### src/rtl/data_memory_arbiter.sv
// Two-requester arbiter for the single-port data memory (core C, debug/DMA D) with bounded locked bursts.
// Optional build macro DATA_ARB_ROUND_ROBIN_EN selects round-robin contests in ARB instead of fixed core priority.
module data_memory_arbiter #(
  parameter int ADDR_W   = 10,
  parameter int DATA_W   = 32,
  parameter int LOCK_MAX = 16
) (
  input  logic              clock,
  input  logic              reset,
  input  logic              c_req,
  input  logic              c_we,
  input  logic [ADDR_W-1:0] c_addr,
  input  logic [DATA_W-1:0] c_wdata,
  output logic              c_gnt,
  output logic              c_stall,
  output logic              c_rvalid,
  output logic [DATA_W-1:0] c_rdata,
  input  logic              d_req,
  input  logic              d_we,
  input  logic [ADDR_W-1:0] d_addr,
  input  logic [DATA_W-1:0] d_wdata,
  input  logic              d_lock,
  output logic              d_gnt,
  output logic              d_rvalid,
  output logic [DATA_W-1:0] d_rdata,
  output logic [ADDR_W-1:0] m_addr,
  output logic [DATA_W-1:0] m_wdata,
  output logic              m_wren,
  input  logic [DATA_W-1:0] m_q,
  output logic              locked
);

  typedef enum logic [1:0] {
    ST_ARB    = 2'd0,
    ST_LOCKED = 2'd1,
    ST_YIELD  = 2'd2
  } state_t;

  localparam logic [7:0] LOCK_MAX_C = 8'(LOCK_MAX);

  state_t     state_q, state_d;
  logic [7:0] lock_cnt_q, lock_cnt_d;
  logic [7:0] lock_inc;
  logic       rd_c_q, rd_d_q;
  logic       core_wins;

`ifdef DATA_ARB_ROUND_ROBIN_EN
  // Records whether D won the most recent contest in ARB; the loser wins the next one.
  logic last_d_q, last_d_d;
  assign core_wins = last_d_q;
`else
  assign core_wins = 1'b1;
`endif

  assign lock_inc = (lock_cnt_q >= LOCK_MAX_C) ? lock_cnt_q : lock_cnt_q + 8'd1;

  always_comb begin
    state_d    = state_q;
    lock_cnt_d = lock_cnt_q;
    c_gnt      = 1'b0;
    d_gnt      = 1'b0;
`ifdef DATA_ARB_ROUND_ROBIN_EN
    last_d_d   = last_d_q;
`endif
    if (!reset) begin
      case (state_q)
        ST_ARB: begin
          if (c_req && d_req) begin
            c_gnt = core_wins;
            d_gnt = !core_wins;
`ifdef DATA_ARB_ROUND_ROBIN_EN
            last_d_d = !core_wins;
`endif
          end else begin
            c_gnt = c_req;
            d_gnt = d_req;
          end
          // A one-beat limit exhausts the burst on its opening grant.
          if (d_gnt && d_lock) begin
            lock_cnt_d = 8'd1;
            state_d    = (LOCK_MAX_C <= 8'd1) ? ST_YIELD : ST_LOCKED;
          end
        end
        ST_LOCKED: begin
          d_gnt = d_req;
          c_gnt = c_req && !d_req;
          if (d_gnt) begin
            lock_cnt_d = lock_inc;
            if (lock_inc >= LOCK_MAX_C) begin
              state_d = ST_YIELD;
            end else if (!d_lock) begin
              state_d    = ST_ARB;
              lock_cnt_d = 8'd0;
            end
          end
        end
        ST_YIELD: begin
          c_gnt      = c_req;
          d_gnt      = d_req && !c_req;
          state_d    = ST_ARB;
          lock_cnt_d = 8'd0;
        end
        default: begin
          state_d    = ST_ARB;
          lock_cnt_d = 8'd0;
        end
      endcase
    end
  end

  always_ff @(posedge clock) begin
    if (reset) begin
      state_q    <= ST_ARB;
      lock_cnt_q <= 8'd0;
      rd_c_q     <= 1'b0;
      rd_d_q     <= 1'b0;
`ifdef DATA_ARB_ROUND_ROBIN_EN
      last_d_q   <= 1'b1;
`endif
    end else begin
      state_q    <= state_d;
      lock_cnt_q <= lock_cnt_d;
      rd_c_q     <= c_gnt && !c_we;
      rd_d_q     <= d_gnt && !d_we;
`ifdef DATA_ARB_ROUND_ROBIN_EN
      last_d_q   <= last_d_d;
`endif
    end
  end

  assign c_stall  = c_req && !c_gnt;
  assign m_addr   = d_gnt ? d_addr : c_addr;
  assign m_wdata  = d_gnt ? d_wdata : c_wdata;
  assign m_wren   = (c_gnt && c_we) || (d_gnt && d_we);
  assign c_rvalid = rd_c_q;
  assign d_rvalid = rd_d_q;
  assign c_rdata  = m_q;
  assign d_rdata  = m_q;
  assign locked   = (state_q == ST_LOCKED);

endmodule
### config.mk
export PLATFORM = sky130hd
export DESIGN_NAME = data_memory_arbiter
export DESIGN_NICKNAME = d
export VERILOG_FILES = /design/src/rtl/data_memory_arbiter.sv
export SDC_FILE = /design/constraint.sdc
export NUM_CORES = 1
export LEC_CHECK = 0
export CORE_MARGIN = 5
export CORE_UTILIZATION = 22
export CTS_BUF_LIST = sky130_fd_sc_hd__clkbuf_2 sky130_fd_sc_hd__clkbuf_4 sky130_fd_sc_hd__clkbuf_8
export DETAILED_ROUTE_END_ITERATION = 16
export PLACE_DENSITY = 0.82
export SLEW_MARGIN = 30
export SYNTH_ARGS = -nofsm -noshare
export SYNTH_HDL_FRONTEND = slang
export SYNTH_SLANG_ARGS = --single-unit
### constraint.sdc
create_clock -name clock -period 1.8 [get_ports clock]
set_clock_uncertainty 0.15 [all_clocks]
set_input_delay 0.36 -clock clock [delete_from_list [all_inputs] [get_ports clock]]
set_output_delay 0.36 -clock clock [all_outputs]
set_load 0.01 [all_outputs]
Word level (Yosys, flattened, before mapping)
Index checks and enable logic that the tools add are counted.

storage, ports and cells
  word-level logic and storage cells = 51
  register bits after elaboration = 12

operators by class
  $add $sub $neg = 1
  eq/ne operators = 5
  mux-type cells = 21
  reduce and logical (&&, ||, !) cells = 18
  $lt $le $gt $ge = 2

operators with widths
  cell                 number
  $mux 8               5
  $mux 32              1
  $ge 8x5->1 const B   2
  $pmux 8 s2           1
  $mux 10              1
  $logic_and 1x1->1    9
  $add 8x1->8 const B  1
  $mux 2               4
  $mux 1               6
  $pmux 1 s3           2
  $logic_not 1->1      5
  $ne 2x2->1 const B   2
  $pmux 2 s2           1
  $ne 3x2->1 const B   1
  $reduce_and 3->1     1
  $eq 2x1->1 const B   1
  $eq 2x2->1 const B   1
  $logic_not 2->1      1
  $reduce_and 2->1     1
  $logic_or 1x1->1     1

Logic depth before layout (Yosys ltp)
  depth in word-level cells = 8
  gate-level depth with buffers = 6
  depth with buffers taken out = 5

Worst setup path before layout
Ideal clock, no wire load.

  path kind = reg-to-output
  start point = register state_q[1]
  end point = output m_wdata[10]
  buffers on the path = 1
  path slack = -68 ps
  cell stages (with the launch flop) = 6
  arrival time = 1358 ps
  path through = dfxtp_1 > nand2b_4 > inv_2 > o21bai_4 > buf_6 > mux2_1

on the way
  longest elaborated chain between the ends = 4
  elaborated cells on any way between the ends = 6
  those cells by class = eq/ne: 2; mux: 3; reduce/logical: 1

ends and longest elaborated chain
  element                 line  text
  from (decl)             41    state_t state_q, state_d;
  from (signal assigned)  121   state_q <= state_d;
  $eq 2x1->1              -
  named net locked        30    output logic locked
  $pmux 1 s3              66    case (state_q)
  $mux 1                  65    if (!reset) begin
  $mux 32                 133   assign m_wdata = d_gnt ? d_wdata : c_wdata;
  to (decl)               27    output logic [DATA_W-1:0] m_wdata,

The timed path passes the listed nets, and every way through them passes these cells.

Worst setup path in the final report
  start point = register state_q[1]
  end point = output m_wdata[16]

on the way
  longest elaborated chain between the ends = 4
  elaborated cells on any way between the ends = 6
  those cells by class = eq/ne: 2; mux: 3; reduce/logical: 1

ends and longest elaborated chain
  element                                   line
  $eq 2x2->1, or another cell as far along  66
  $pmux 1 s3 *                              66
  $mux 1 *                                  65
  $mux 32 *                                 133

Every way passes the cells marked *; elsewhere a longest branch is shown, timed or not.

==> impl_metrics.json <==
{
  "die_height_um": 95.82,
  "yosysWarningCount": 0,
  "core_mm2": 0.007214,
  "hold_slack_ps": 340.6,
  "grt_antenna_before_repair": 0,
  "fmax_mhz": 465.4,
  "dp.cells": 370,
  "synth_area_leaders": "buf_4 30%, mux2_2 24%, dfxtp_1 15%, mux2_1 5.6%, buf_6 2.8%",
  "powerDensity_mw_per_mm2": 384.5,
  "via_per_inst": 4.208,
  "clock_latency_ps": 240,
  "synth_edf_count": 0,
  "wirelength_um": 6927,
  "p_leak_nw": 1.510,
  "max-vdd-ir-drop_uv": 135.1,
  "fin_cells": 384,
  "stdcell_area_mm2": 0.003221,
  "grt_max_degree": 10,
  "finalSetupViolCount": 45,
  "fin_nets": 412,
  "drt-initial-drc-count": 44,
  "rows": 31,
  "failed_checks": "setup timing",
  "end_kind": "output port",
  "synth-seq-area-share": 0.1483,
  "finalPower_mw": 1.238,
  "cts_tree": "yes",
  "slew_headroom": 0.7456,
  "layout_setup_ws_ps": -348.5,
  "clock_sinks": 12,
  "n_antenna_cell": 0,
  "cts.clk_slew.worst_paths_ps": 50,
  "grt_pass1_vias": 1799,
  "syn_nets": 304,
  "ios": 236,
  "period_share": 1.194,
  "drv_cap": 0,
  "synth_top_area_cell": "buf_4",
  "io_buffer_count": 139,
  "critical_path.max_fanout": 7,
  "syn_avg_cell_area_um2": 9.052,
  "fin_crit_ps": 2148,
  "min_path_type": "flip-flop to flip-flop",
  "cp.required_ps": 1290,
  "grt_usage": 0.1339,
  "area_growth_pct": 98.76,
  "path_class": "flip-flop to output port",
  "routedWlPerCell_um": 18.04,
  "synth_top_area_frac": 0.2965,
  "post-route-drc-count": 0,
  "grt.overflow.total": 0,
  "timing_hold_violations_final": 0,
  "postRouteAntennaNets": 0,
  "cts_inserted_buffers": 3,
  "synth_seq_cells": 12,
  "synthArstFlopShare": 0,
  "cts-root-buf": "clkbuf_8",
  "synth_ff_type": "dfxtp_1",
  "dieArea_mm2": 0.009181,
  "dp_hpwl_um": 5198,
  "worstPathArrival_ps": 1640,
  "gp_congestion": 0.7863,
  "start_util": 0.2246,
  "drive_gt1_frac": 0.4912,
  "cp-start-kind": "flip-flop",
  "fin_setup_tns_ps": -13760,
  "grt_pass1_wl_um": 9425,
  "dr.pass1.iters": 4,
  "ys_types": 35,
  "synth_cells": 179,
  "rsz0062_at_grt": "yes",
  "pre_cts_slack_ps": -1017,
  "drv_slew": 0,
  "tightest_slew_ps": 378.8,
  "vias": 1616,
  "die_w_um": 95.82,
  "htreeDepth": 1,
  "fin_util": 0.4464,
  "cts_buffer_depth": 2,
  "dpl_cell_area_mm2": 0.002780,
  "syn_area_mm2": 0.001620,
  "status": "finished, violations left"
}
## placed cells by master (no fill, tap or decap), types with 4 or more instances in the layout
master           netlist  routed
buf_6                  4      50
dfxtp_1               12      10
inv_1                  5       4
a21oi_1                4       4
buf_8                  0       5
buf_4                 64      17
clkdlybuf4s50_1        0      89
mux2_4                 0      39
nor2_1                 5       4
## cells by family (layout without fill, tap and decap cells)
kind of cell / count (synthesis) / count (layout) / share of synthesized area
buffers and inverters: 75 / 181 / 0.3405
muxes: 42 / 42 / 0.2919
and+or+nand+nor: 28 / 28 / 0.1120
AOI/OAI and AO/OA: 20 / 20 / 0.09191
DFF: 12 / 12 / 0.1483
adders and majority gates: 2 / 2 / 0.01544
## flip-flops by register name (all words and copies together), names as in the netlist
| signal | count |
|---|---|
| state_q | 2 |
| c_rvalid | 1 |
| d_rvalid | 1 |
| lock_cnt_q | 8 |
## synth_stat cells (all sizes together) (2+ instances only)
cell type  instances
buf               68
mux2              42
dfxtp             12
inv                7
nor2               5
a21oi              4
and2               4
o21ai              4
a22o               3
nand2b             3
nor2b              3
and3               2
ha                 2
nand3              2
nor4               2
o21bai             2
or2                2
## per-layer routing
layer / vias up / global-route usage / wire length, um
li1: 766 / - / -
met1: 723 / 0.1423 / 2551
met2: 92 / 0.2293 / 3457
met3: 35 / 0.05551 / 731
met4: 0 / 0.06280 / 187
met5: - / 0 / 0
## final timing paths
check / startpoint / endpoint / slack, ps / cells after the start
setup / recovery: state_q[1] / m_wdata[16] / -350 / 7
hold / removal: lock_cnt_q[4] / lock_cnt_q[4] / 340 / 2
setup reg to reg: lock_cnt_q[0] / lock_cnt_q[2] / 180 / 5
hold reg to reg: lock_cnt_q[4] / lock_cnt_q[4] / 340 / 2
## worst max-delay path, stage by stage, from the launching register on
cell and delay [ps]:
dfxtp_2 320, nand2b_4 140, inv_4 40, o21bai_4 150, buf_12 160, buf_8 120
mux2_2 340, buf_6 120
## layout make-up
type | count | area [um2]
Clock buffer | 3 | 41.29
Sequential cell | 12 | 245.2
Fill cell | 691 | 3994
Timing Repair Buffer | 171 | 1785
Multi-Input combinational cell | 92 | 996.0
Tap cell | 99 | 123.9
Inverter | 7 | 28.78
## report_power, final
part | internal (mW) | leakage, nW | switching, mW
Clock | 0.147 | 0.0216 | 0.0911
Combinational | 0.500 | 1.39 | 0.226
Sequential | 0.270 | 0.0984 | 0.00448
Total | 0.917 | 1.51 | 0.321
## what timing repair did
action / in CTS / in global routing
cloned: 3 / 1
pin swaps: 3 / 3
hold buffers: 0 / 0
resized for setup: 277 / 34
setup endpoints to repair: 47 / 47
setup buffers: 11 / 1
(Power assumes the default switching activity.)
